--- src/rtl/booth_r4_mult_seq.sv ---
// booth_r4_mult_seq: iterative radix-4 Booth multiplier, one digit per clock,
// valid/ready handshakes on operand and product sides.
module booth_r4_mult_seq #(
  parameter int WIDTH = 8
) (
  input  logic                 clk_i,
  input  logic                 rst_i,
  input  logic                 valid_i,
  output logic                 ready_o,
  input  logic [WIDTH-1:0]     X_i,
  input  logic [WIDTH-1:0]     Y_i,
  input  logic                 signed_i,
  output logic                 valid_o,
  input  logic                 ready_i,
  output logic [2*WIDTH-1:0]   Output_o
);
  localparam int D  = WIDTH / 2 + 1;
  localparam int AW = 2 * WIDTH + 4;
  localparam int CW = $clog2(D + 1);

  if ((WIDTH % 2) != 0 || WIDTH < 4) begin : g_bad_width
    $error("booth_r4_mult_seq: WIDTH must be even and >= 4");
  end

  typedef enum logic [1:0] {IDLE, CALC, DONE} state_t;

  state_t             state_q, state_d;
  logic [AW-1:0]      acc_q, acc_d, xs_q, xs_d, mag, pp;
  logic [WIDTH+2:0]   ys_q, ys_d;
  logic [CW-1:0]      cnt_q, cnt_d;
  logic [2*WIDTH-1:0] out_q, out_d;

  // xs holds the multiplicand pre-shifted by 2i; ys holds {y, y[-1]} shifted so bits [2:0] are the current digit
  always_comb begin
    mag     = (ys_q[1] ^ ys_q[0]) ? xs_q : ((ys_q[2] != ys_q[1]) ? (xs_q << 1) : '0);
    pp      = ys_q[2] ? -mag : mag;
    state_d = state_q;
    acc_d   = acc_q;
    xs_d    = xs_q;
    ys_d    = ys_q;
    cnt_d   = cnt_q;
    out_d   = out_q;
    case (state_q)
      IDLE: if (valid_i) begin
        state_d = CALC;
        xs_d    = {{(AW-WIDTH){signed_i & X_i[WIDTH-1]}}, X_i};
        ys_d    = {{2{signed_i & Y_i[WIDTH-1]}}, Y_i, 1'b0};
        acc_d   = '0;
        cnt_d   = '0;
      end
      CALC: if (cnt_q == CW'(D)) begin
        state_d = DONE;
        out_d   = acc_q[2*WIDTH-1:0];
      end else begin
        acc_d = acc_q + pp;
        xs_d  = xs_q << 2;
        ys_d  = ys_q >> 2;
        cnt_d = cnt_q + 1'b1;
      end
      DONE: if (ready_i) state_d = IDLE;
      default: state_d = IDLE;
    endcase
  end

  always_ff @(posedge clk_i) begin
    if (rst_i) begin
      state_q <= IDLE;
      acc_q   <= '0;
      xs_q    <= '0;
      ys_q    <= '0;
      cnt_q   <= '0;
      out_q   <= '0;
    end else begin
      state_q <= state_d;
      acc_q   <= acc_d;
      xs_q    <= xs_d;
      ys_q    <= ys_d;
      cnt_q   <= cnt_d;
      out_q   <= out_d;
    end
  end

  assign ready_o  = (state_q == IDLE);
  assign valid_o  = (state_q == DONE);
  assign Output_o = out_q;
endmodule

--- config.mk ---
export PLATFORM = sky130hd
export DESIGN_NAME = booth_r4_mult_seq
export DESIGN_NICKNAME = d
export VERILOG_FILES = /design/src/rtl/booth_r4_mult_seq.sv
export SDC_FILE = /design/constraint.sdc
export NUM_CORES = 1
export LEC_CHECK = 0
export ABC_AREA = 0
export CORE_MARGIN = 3
export CORE_UTILIZATION = 24
export CTS_CLUSTER_SIZE = 20
export DETAILED_ROUTE_END_ITERATION = 16
export GPL_TIMING_DRIVEN = 0
export PLACE_DENSITY_LB_ADDON = 0.08
export SLEW_MARGIN = 0
export SYNTH_ARGS = -nofsm -noshare
export SYNTH_HDL_FRONTEND = slang
export SYNTH_SLANG_ARGS = --single-unit
export TNS_END_PERCENT = 1
--- constraint.sdc ---
create_clock -name clk_i -period 3.1 [get_ports clk_i]
set_clock_uncertainty 0.05 [all_clocks]
set_input_delay 0.93 -clock clk_i [delete_from_list [all_inputs] [get_ports clk_i]]
set_output_delay 0.93 -clock clk_i [all_outputs]
set_load 0.02 [all_outputs]
* Yosys cells after proc, flatten, opt, wreduce, memory -nomap -nowiden *
Cells that the tools add are included.

operators by class
  add/sub/neg operators = 3
  equal/unequal tests = 8
  mux-type cells = 19
  bitwise operators = 3
  reduce and logical (&&, ||, !) cells = 5

operators with widths
  kind                                                                   number
  20-bit two-way mux                                                     7
  20-bit case mux with 2 select lines                                    2
  11-bit two-way mux                                                     2
  11-bit case mux with 2 select lines                                    1
  20-bit adder                                                           1
  20-bit negation                                                        1
  2-bit two-way mux                                                      3
  3-bit two-way mux                                                      2
  2-bit != test, second input constant                                   3
  2-bit case mux with 3 select lines                                     1
  3-bit case mux with 2 select lines                                     1
  3-bit AND reduction                                                    2
  3-bit by 1-bit adder with 3-bit output, second input constant          1
  3-bit equality test, second input constant                             1
  1-bit bitwise AND                                                      2
  2-bit by 1-bit equality test with 1-bit output, second input constant  1
  2-bit equality test, second input constant                             1
  2-bit logical NOT                                                      1
  2-bit by 1-bit != test with 1-bit output, second input constant        1
  2-bit AND reduction                                                    1
  2-bit nonzero test                                                     1
  1-bit != test                                                          1
  1-bit bitwise XOR                                                      1

word-level totals
  bits in registers = 72
  input port bits = 21
  output and inout port bits = 18
  logic and storage cells = 44

* Logic depth before layout (Yosys ltp) *
  depth after elaboration = 8
  mapped depth = 18

* Worst setup path before layout *
No wires, ideal clock.

  path type = register -> register
  from = register ys_q[1]
  to = register acc_q[15]
  data arrival time = 3.259 ns
  setup slack = -0.334 ns
  cell stages (with the launch flop) = 18
  path buffers = 2
  cells stage by stage = dfxtp_1 -> buf_6 -> inv_2 -> clkbuf_1 -> a221o_1 -> nand2_1 -> ha_1 -> nand4_2 -> or2_4 -> o21ai_2 -> xnor2_1 -> ha_1 -> nand3_1 -> nor4b_1 -> and3_2 -> nor4_1 -> o21ai_0 -> nand3_1

between the ends
  cells in the longest elaborated chain, start to end = 8

RTL lines
  element                                line  text
  from (decl)                            29    logic [WIDTH+2:0] ys_q, ys_d;
  from (signal assigned)                 77    ys_q <= ys_d;
  1-bit != test                          35    mag = (ys_q[1] ^ ys_q[0]) ? xs_q : ((ys_q[2] != ys_q[1]) ? (xs_q << 1) : '0);
  20-bit two-way mux                     35
  20-bit two-way mux *                   35
  20-bit negation                        36    pp = ys_q[2] ? -mag : mag;
  20-bit two-way mux *                   36
  20-bit adder *                         55    acc_d = acc_q + pp;
  20-bit two-way mux *                   51    CALC: if (cnt_q == CW'(D)) begin
  20-bit case mux with 2 select lines *  43    case (state_q)
  to (signal assigned)                   68    acc_q <= '0;
  to (signal assigned)                   75    acc_q <= acc_d;
  to (decl)                              28    logic [AW-1:0] acc_q, acc_d, xs_q, xs_d, mag, pp;

Mark *: on every way between the ends. The rest lies on a longest branch, timed or not. The select of a mux whose other input is x is not followed.
A chain may end at the register's enable or synchronous reset.

* Worst setup path in the final report *
  from = register ys_q[1]
  to = register acc_q[12]

The elaborated chain is that of the path after synthesis.

==> results.json <==
{
  "status": "finished with violations",
  "violations": "negative setup slack",
  "syn-cell-area_um2": 4310,
  "cts_tree": "yes",
  "cp.required_ps": 3310,
  "worst_slack_ps": -368,
  "drive_above_1_share_pct": 20.8,
  "drt-initial-drc-count": 245,
  "first_global_vias": 4322,
  "remaining_drc_errors": 0,
  "cp_common_cell": "buf_8",
  "yosys_warnings": 0,
  "start_util_pct": 24.7,
  "multiInputGateArea_um2": 3140,
  "synth_area_leaders": "dfxtp_1 29%, nand2_1 8.3%, ha_1 6.1%",
  "dieHeight_um": 140,
  "drt-pass1-iter-count": 4,
  "fin_setup_tns_ps": -2490,
  "worst_slew_pin_slew_ps": 777,
  "min_period_ps": 3470,
  "clk_transition_reported_paths_ps": 60,
  "period_share_pct": 112,
  "leakagePower_nw": 2.20,
  "viasPerCell": 5.02,
  "hold_class": "reg2reg",
  "slowest_stage": "dfxtp_4",
  "hold_viol": 0,
  "wl_mm": 14.3,
  "ys_ff_latch": 63,
  "cts_inserted_buffers": 9,
  "max_freq_mhz": 288,
  "cts-root-buf": "clkbuf_16",
  "synthCells": 564,
  "cp_num_buf_inv": 4,
  "pin_count": 39,
  "die_w_um": 140,
  "rsz0062_at_grt": "true",
  "route.vias.total": 4335,
  "powerDensity_nw_per_um2": 502,
  "async_flop_share_pct": 0,
  "grt_max_degree": 11,
  "dieArea_um2": 19600,
  "cp-end-kind": "flip-flop",
  "crit_type": "reg2reg",
  "critPathTopFamily": "compound AO/OA/AOI/OAI gates",
  "synthToLayoutAreaGrowth_pct": 38.3,
  "netlist.area_leader.share_pct": 29.3,
  "place.gp.congestion": 0.859,
  "relSlewSlack_pct": 48.2,
  "grt_pass1_wl_mm": 23.5,
  "vdd_ir_drop_max_uv": 266,
  "ys_types": 74,
  "critPathMaxStageDelay_ps": 390,
  "critPathLaunchType": "flip-flop",
  "wire_per_inst_um": 16.6,
  "h-tree-depth": 3,
  "core_region_area_um2": 17400,
  "place.port_buffers": 37,
  "postRouteAntennaNets": 0,
  "nFillCells": 1866,
  "arrival_ps": 3680,
  "synthFlopType": "dfxtp_1",
  "clockBufferDepth": 2,
  "yosysSeqAreaShare_pct": 29.3,
  "gr-total-overflow": 0,
  "diodes": 0,
  "antenna_found_initial": 0,
  "cts_num_sinks": 63,
  "syn_area_per_cell_um2": 7.64,
  "layout.nets": 678,
  "synth_top_area_cell": "dfxtp_1",
  "clk-insertion-delay-late_ps": 340,
  "report.power.total_mw": 2.99,
  "worstPathCellList": "buf_8 > buf_8 > buf_8 > a221o_1 > nand2_2 > ha_4 > nor2_2 > xnor2_2 > ha_1 > nor2b_4 > o21a_1 > o21ai_4 > a211oi_4 > a2111oi_4 > buf_4 > a2111o_1 > o211ai_1",
  "placement_rows": 48,
  "synth_edf_count": 0,
  "critPathMaxFanout": 10,
  "r2r_slack_ps": -370,
  "drv_cap": 0,
  "setup_viol": 10,
  "syn_nets": 607,
  "regArea_um2": 1270,
  "timing.hold.ws_ps": 398,
  "track_usage_pct": 15.1,
  "post-dp-hpwl_mm": 10.6,
  "maxSlewViolCount": 0
}
[what timing repair did]
item	in CTS	in global routing
setup buffers	6	17
hold buffers	0	0
pin swaps	11	21
gates resized for setup	49	37
endpoints found under the setup margin	12	13
gates cloned	1	0
[layout make-up]
class                   instances  area share [%]
multi-input cells             442            52.7
flip-flops and latches         63            21.3
repair buffers                 61            9.67
plain buffers                  42            5.21
well taps                     225            4.73
clock buffers                  11            4.08
clock inverters                 3            1.16
inverters                      16            1.16
[through the flow]
stage / area [um^2] / utilization, % / instances / setup WS, ps
2_1_floorplan: 4380 / - / 564 / -69.2
3_3_place_gp: 5030 / 28.9 / 826 / -810
3_5_place_dp: 5030 / 28.9 / 826 / -754
4_1_cts: 5670 / 32.6 / 846 / -400
5_1_grt: 5950 / 34.2 / 863 / -535
6_report: 5950 / 34.2 / 863 / -368
[registers in the layout, indices dropped and copies added (netlist names)]
name,count
Output_o,16
acc_q,16
cnt_q,3
state_q,2
xs_q,16
ys_q,10
[routing by layer]
layer,part of all wire (%),global-route usage [%],vias to the layer above
li1,-,-,2172
met2,48,25.1,67
met3,3.4,3.41,18
met1,47,19.6,2078
met4,1.7,4.08,0
met5,0,0,-
[tightest hold or removal path, delay by kind of cell (launching register included)]
family	cells	cell delay [ps]
AO/OA/AOI/OAI	1	50
AND/OR/NAND/NOR	1	50
flip-flops	1	300
[report_power, final]
group          total [mW]  leakage (nW)  switching, mW  internal (mW)
combinational       0.974          1.53          0.545          0.428
clock                1.10         0.152          0.383          0.719
sequential          0.911         0.516         0.0507          0.860
[cells in the mapped netlist, types with 4 or more instances]
library cell	n
nand2b_1	4
buf_1	5
nand3_1	10
nand4_1	4
xor2_1	5
xnor2_1	12
clkbuf_1	27
dfxtp_1	63
a211oi_1	4
o21a_1	5
a32oi_1	6
a22oi_1	6
a221o_1	4
a311oi_1	12
nor3_1	20
mux2i_1	4
inv_1	15
a221oi_1	16
or3_1	6
buf_6	4
nor2_1	62
ha_1	21
nor2b_1	7
or2_2	4
a21oi_1	47
o21ai_1	7
o211ai_1	4
mux2_1	5
nand2_1	95
o21ai_0	15
[kinds of logic after synthesis]
| kind of cell | synth area share [%] |
|---|---|
| adder cells (fa/ha/maj) | 6.80 |
| buffers and inverters | 6.62 |
| AND/OR/NAND/NOR | 24.6 |
| AO/OA/AOI/OAI | 26.0 |
| flip-flops | 29.3 |
| multiplexers | 2.85 |
| XOR/XNOR | 3.84 |
[worst paths after layout]
path,startpoint,to,depth (start not counted)
hold reg to reg,ys_q[9]$_SDFFE_PP0P_,ys_q[9]$_SDFFE_PP0P_,2
setup reg to reg,ys_q[1]$_SDFFE_PP0P_,acc_q[12]$_SDFFE_PP0P_,17
hold / removal,ys_q[9]$_SDFFE_PP0P_,ys_q[9]$_SDFFE_PP0P_,2
setup / recovery,ys_q[1]$_SDFFE_PP0P_,acc_q[12]$_SDFFE_PP0P_,17
[layout by cell type (no fill, tap or decap), drive strengths merged, types with 16 or more instances in the layout]
cell,Yosys,layout
nand2,96,96
dfxtp,63,63
nor2,62,62
a21oi,49,49
clkbuf,29,39
clkdlybuf4s50,1,38
buf,13,36
o21ai,25,25
ha,21,21
nor3,20,20
a221oi,16,16
(Power assumes the default switching activity.)
